--- src/rtl/div3_sched.sv ---
// Round-robin scheduler feeding a shared two-stage divide-by-3 pipeline.
// Requesters compete for S1; S2 holds the result until the consumer takes it.
module div3_sched #(
  parameter int DATA_WIDTH = 8,
  parameter int NUM_REQ    = 4,
  parameter int ID_WIDTH   = 2
) (
  input  logic                          clk,
  input  logic                          rst,
  input  logic [NUM_REQ-1:0]            req_valid,
  input  logic [NUM_REQ*DATA_WIDTH-1:0] req_data,
  output logic [NUM_REQ-1:0]            req_ready,
  output logic                          rsp_valid,
  input  logic                          rsp_ready,
  output logic [ID_WIDTH-1:0]           rsp_id,
  output logic [DATA_WIDTH-1:0]         rsp_quotient,
  output logic [1:0]                    rsp_remainder,
  output logic [15:0]                   accept_count
);

  logic                  r_s1_valid;
  logic [DATA_WIDTH-1:0] r_s1_data;
  logic [ID_WIDTH-1:0]   r_s1_id;
  logic                  r_s2_valid;
  logic [DATA_WIDTH-1:0] r_s2_quot;
  logic [1:0]            r_s2_rem;
  logic [ID_WIDTH-1:0]   r_s2_id;
  logic [ID_WIDTH-1:0]   r_ptr;
  logic [15:0]           r_accept_count;

  logic                  w_s2_adv;
  logic                  w_s1_adv;
  logic                  w_fire;
  logic                  w_found;
  logic [ID_WIDTH-1:0]   w_grant_id;
  logic [ID_WIDTH-1:0]   w_scan_idx;
  logic [DATA_WIDTH-1:0] w_req_data [NUM_REQ];
  logic [DATA_WIDTH-1:0] w_quot;
  logic [1:0]            w_div_rem;
  logic [2:0]            w_div_t;

  for (genvar gi = 0; gi < NUM_REQ; gi++) begin : g_unpack
    assign w_req_data[gi] = req_data[gi*DATA_WIDTH +: DATA_WIDTH];
  end

  assign w_s2_adv = !r_s2_valid || rsp_ready;
  assign w_s1_adv = !r_s1_valid || w_s2_adv;
  assign w_fire   = |req_ready;

  // Scan from the priority pointer; ID arithmetic wraps since NUM_REQ is a power of two.
  always_comb begin
    w_found    = 1'b0;
    w_grant_id = '0;
    w_scan_idx = '0;
    req_ready  = '0;
    for (int k = 0; k < NUM_REQ; k++) begin
      w_scan_idx = r_ptr + k[ID_WIDTH-1:0];
      if (!w_found && req_valid[w_scan_idx]) begin
        w_found    = 1'b1;
        w_grant_id = w_scan_idx;
      end
    end
    if (w_found && w_s1_adv && !rst) begin
      req_ready[w_grant_id] = 1'b1;
    end
  end

  // Restoring long division by 3: the partial remainder never exceeds 2,
  // and subtracting 3 from a 3..5 value equals adding 1 to its low two bits.
  always_comb begin
    w_quot    = '0;
    w_div_rem = '0;
    w_div_t   = '0;
    for (int b = DATA_WIDTH - 1; b >= 0; b--) begin
      w_div_t = {w_div_rem, r_s1_data[b]};
      if (w_div_t >= 3'd3) begin
        w_quot[b] = 1'b1;
        w_div_rem = w_div_t[1:0] + 2'd1;
      end else begin
        w_div_rem = w_div_t[1:0];
      end
    end
  end

  always_ff @(posedge clk) begin
    if (rst) begin
      r_s1_valid     <= 1'b0;
      r_s1_data      <= '0;
      r_s1_id        <= '0;
      r_s2_valid     <= 1'b0;
      r_s2_quot      <= '0;
      r_s2_rem       <= '0;
      r_s2_id        <= '0;
      r_ptr          <= '0;
      r_accept_count <= '0;
    end else begin
      if (w_s1_adv) begin
        r_s1_valid <= w_fire;
        if (w_fire) begin
          r_s1_data <= w_req_data[w_grant_id];
          r_s1_id   <= w_grant_id;
        end
      end
      if (w_s2_adv) begin
        r_s2_valid <= r_s1_valid;
        if (r_s1_valid) begin
          r_s2_quot <= w_quot;
          r_s2_rem  <= w_div_rem;
          r_s2_id   <= r_s1_id;
        end
      end
      if (w_fire) begin
        r_ptr          <= w_grant_id + 1'b1;
        r_accept_count <= r_accept_count + 16'd1;
      end
    end
  end

  assign rsp_valid     = r_s2_valid;
  assign rsp_id        = r_s2_id;
  assign rsp_quotient  = r_s2_quot;
  assign rsp_remainder = r_s2_rem;
  assign accept_count  = r_accept_count;

endmodule

--- config.mk ---
export PLATFORM = sky130hd
export DESIGN_NAME = div3_sched
export DESIGN_NICKNAME = d
export VERILOG_FILES = /design/src/rtl/div3_sched.sv
export SDC_FILE = /design/constraint.sdc
export NUM_CORES = 1
export LEC_CHECK = 0
export BUFFER_PORTS_ARGS = -buffer_cell sky130_fd_sc_hd__clkbuf_2
export CAP_MARGIN = 5
export CORE_MARGIN = 4
export CORE_UTILIZATION = 47
export DETAILED_ROUTE_END_ITERATION = 10
export PLACE_DENSITY = 0.76
export SYNTH_ARGS = -nofsm -noshare
export SYNTH_HDL_FRONTEND = slang
export SYNTH_SLANG_ARGS = --single-unit
--- constraint.sdc ---
create_clock -name clk -period 5.6 [get_ports clk]
set_input_delay 0 -clock clk [delete_from_list [all_inputs] [get_ports clk]]
set_output_delay 0 -clock clk [all_outputs]
set_load 0.02 [all_outputs]
==> flow_summary.json <==
{
  "reg2reg_slack_ns": 0.02,
  "status": "finished clean",
  "start_kind": "flop",
  "clockBufferDepth": 2,
  "placed_area_mm2": 0.00295,
  "power_switching_mw": 0.480,
  "internal-power_mw": 0.732,
  "combPwrFrac_pct": 50.5,
  "postLayoutCellArea_mm2": 0.00322,
  "ys_ff_latch": 41,
  "path_common_cell": "nor2_1",
  "drcViolationCount": 0,
  "avgSynthCellArea_um2": 7.66,
  "cts.sinks": 41,
  "power_mw": 1.21,
  "clock_skew_ns": 0.00951,
  "cts.hold.buffers_added": 0,
  "setup_violations": 0,
  "powerDensity_mw_per_mm2": 376,
  "grt_antenna_before_repair": 0,
  "hold_end": "r_s1_valid$_SDFFE_PP0P_",
  "critPathArrivalTime_ns": 5.82,
  "rows": 26,
  "grt_pass1_vias": 2464,
  "clock_latency_ns": 0.29,
  "fin_crit_sh_pct": 99.6,
  "netlist_instances": 323,
  "timing.final.ws_setup_ns": 0.0218,
  "io_pins": 72,
  "fp.coreArea_mm2": 0.00511,
  "ff2ff_path_depth": 31,
  "min_from": "rsp_ready",
  "drt-wirelength-per-cell_um": 14.2,
  "tritoncts": "done",
  "firstDrtPassIters": 4,
  "routabilityCongestion": 0.861,
  "grt_overflow": 0,
  "crit_type": "flop to flop",
  "layout.cells.non_filler": 475,
  "post-place-cells": 458,
  "synth_top_flop_cell": "dfxtp_1",
  "port-buffer-count": 70,
  "grt_max_degree": 44,
  "via_per_inst": 5.39,
  "synthArstFlopShare_pct": 0,
  "slew_violations": 0,
  "path_clk_slew_ns": 0.08,
  "relSlewSlack_pct": 43.6,
  "maxCapViolCount": 0,
  "start_util_pct": 48.4,
  "htreeDepth": 2,
  "hold_viol": 0,
  "worstSetupEndpointType": "flop",
  "switching_share_pct": 39.6,
  "area.growth.synth_to_final_pct": 30.3,
  "peakVddDrop_uv": 192,
  "critPathMaxFanout": 5,
  "drtAntennaViolNets": 0,
  "cp_top_family": "simple AND/OR/NAND/NOR gates",
  "clkPwrFrac_pct": 19.9,
  "synth_enable_flop_cells": 0,
  "drt_iter0_drc": 128,
  "min_path_cells": 4,
  "fmax_ghz": 0.179,
  "ys_types": 53,
  "tightest_slew_ns": 0.846,
  "post-route-min-period_ns": 5.58,
  "die_h_um": 80.5,
  "grt_pass1_wl_um": 10700,
  "vias": 2561,
  "cp.required_ns": 5.84,
  "drive_gt1_share_pct": 30.6,
  "p_leak_nw": 1.42,
  "antenna_cells": 0,
  "cp_slowest_cell": "dfxtp_2",
  "die_width_um": 80.5,
  "numCtsBuffers": 5,
  "netlist_area_mm2": 0.00247,
  "r2r_start": "r_s1_data[6]$_SDFFE_PP0P_",
  "totalWireLength_um": 6720,
  "max_stage_delay_ns": 0.36,
  "hold_class": "input pin to flop",
  "seqPwrFrac_pct": 29.5,
  "die-area_mm2": 0.00649,
  "grt_usage_pct": 20.4,
  "ys_seq_area_share_pct": 33.2,
  "cts_root_buffer": "clkbuf_8",
  "yosys_warnings": 0,
  "synth_fp_nets": 374,
  "r2r-end": "rsp_remainder[0]$_SDFFE_PP0P_",
  "crit_buf_inv": 1,
  "dp_slack_ns": -0.111,
  "hpwl_um": 4450,
  "fin_nets": 455
}
-- cell usage in the layout, fill, tap and decap left out, types with 7 or more instances in the layout --
| cell type | netlist | routed |
|---|---|---|
| a21oi_1 | 26 | 25 |
| a311oi_1 | 11 | 11 |
| and3_1 | 12 | 12 |
| buf_4 | 1 | 20 |
| clkbuf_2 | 0 | 70 |
| dfxtp_1 | 41 | 38 |
| ha_1 | 12 | 7 |
| nand2_1 | 64 | 64 |
| nor2_1 | 45 | 44 |
| nor3_1 | 8 | 7 |
| xor2_1 | 9 | 9 |
-- cells in the mapped netlist, types with 2 or more instances --
cell | instances | share of area, %
o21ai_0 | 7 | 1.4
nor2_1 | 45 | 6.8
o31ai_1 | 2 | 0.61
a22oi_1 | 2 | 0.61
xor2_1 | 9 | 3.2
o211a_1 | 2 | 0.81
and3_1 | 12 | 3.0
a21oi_1 | 26 | 5.3
dfxtp_1 | 41 | 33
or3_1 | 5 | 1.3
nor2b_1 | 3 | 0.76
ha_1 | 12 | 6.1
inv_1 | 4 | 0.61
and2_1 | 4 | 1.0
o41ai_1 | 2 | 0.71
mux2i_1 | 4 | 1.6
nor4_1 | 3 | 0.76
a311oi_1 | 11 | 3.9
nand4_1 | 2 | 0.51
nand3_1 | 3 | 0.61
nand2_1 | 64 | 9.7
nor3_1 | 8 | 1.6
a211oi_1 | 4 | 1.2
clkbuf_1 | 15 | 2.3
nand2b_1 | 5 | 1.3
-- power by group through the flow --
stage | clock network [mW] | logic, mW | registers [mW]
floorplan | 0 | 0.368 | 0.368
global placement | 0 | 0.506 | 0.357
detailed placement | 0 | 0.514 | 0.359
CTS | 0.247 | 0.552 | 0.353
global route | 0.259 | 0.660 | 0.362
finish | 0.242 | 0.612 | 0.358
-- what timing repair did --
item                                    in CTS  in global routing
cloned                                       0                  0
pin swaps                                    1                  4
endpoints found under the setup margin       2                  2
setup buffers                                4                  5
resized for setup                            3                 19
-- how the worst max path moves through the flow --
| stage | startpoint | end | slack [ns] | cells past startpoint |
|---|---|---|---|---|
| final | r_s1_data[6]$_SDFFE_PP0P_ | rsp_remainder[0]$_SDFFE_PP0P_ | 0.02 | 31 |
| after global routing | r_s1_data[6]$_SDFFE_PP0P_ | rsp_remainder[1]$_SDFFE_PP0P_ | -0.24 | 31 |
| after CTS | r_s1_data[6]$_SDFFE_PP0P_ | rsp_remainder[0]$_SDFFE_PP0P_ | 0.02 | 30 |
| after detailed placement | r_s1_data[6]$_SDFFE_PP0P_ | rsp_remainder[0]$_SDFFE_PP0P_ | -0.11 | 28 |
| after global placement | r_s1_data[6]$_SDFFE_PP0P_ | rsp_remainder[0]$_SDFFE_PP0P_ | 0.24 | 29 |
| after floorplan | r_s1_data[6]$_SDFFE_PP0P_ | rsp_remainder[0]$_SDFFE_PP0P_ | 0.02 | 30 |
-- state kept, by name, summed over array words and instances (netlist names) --
| name | flops |
|---|---|
| rsp_remainder | 2 |
| r_ptr | 2 |
| r_s1_data | 8 |
| rsp_quotient | 7 |
| r_s1_valid | 1 |
| rsp_valid | 1 |
| rsp_id | 2 |
| accept_count | 16 |
| r_s1_id | 2 |
-- worst reg2reg max path: cells and delay by family, from the launching register on --
kind / cells / cell delay [ns]
and+or+nand+nor: 12 / 1.62
AOI/OAI and AO/OA: 9 / 1.45
adders and majority gates: 6 / 1.34
muxes: 3 / 0.60
DFF: 1 / 0.36
buffers and inverters: 1 / 0.17
-- through the flow --
stage	TNS [ns]	hold WS (ns)	utilization (%)
after global routing	-0.483	0.0597	63.1
final	0	0.0327	63.1
after global placement	0	0.348	57.8
after detailed placement	-0.209	0.357	57.8
after floorplan	0	0.214	-
after CTS	0	0.0361	60.8
-- per-layer routing --
metal / share of wire [%] / vias up / global-route usage (%)
met4: 1.9 / 0 / 6.59
met5: 0 / - / 0
li1: - / 1315 / -
met3: 4.2 / 12 / 4.48
met1: 44 / 1171 / 24.8
met2: 50 / 63 / 35.3
-- area by class of cell --
cell class	count	area (um2)
repair buffers	90	500
clock inverters	3	46.3
inverters	5	18.8
multi-input cells	261	1680
flip-flops and latches	41	825
fillers	467	1880
clock buffers	5	68.8
well taps	70	87.6
-- cells by family after synthesis --
kind of cell    share of synthesized area (%)
compound gates                           22.6
xor+xnor                                 3.54
fa+ha+maj                                6.07
buf+inv                                  3.34
flops                                    33.2
mux                                      1.62
other cells                             0.152
simple gates                             29.5
(Power assumes the default switching activity.)
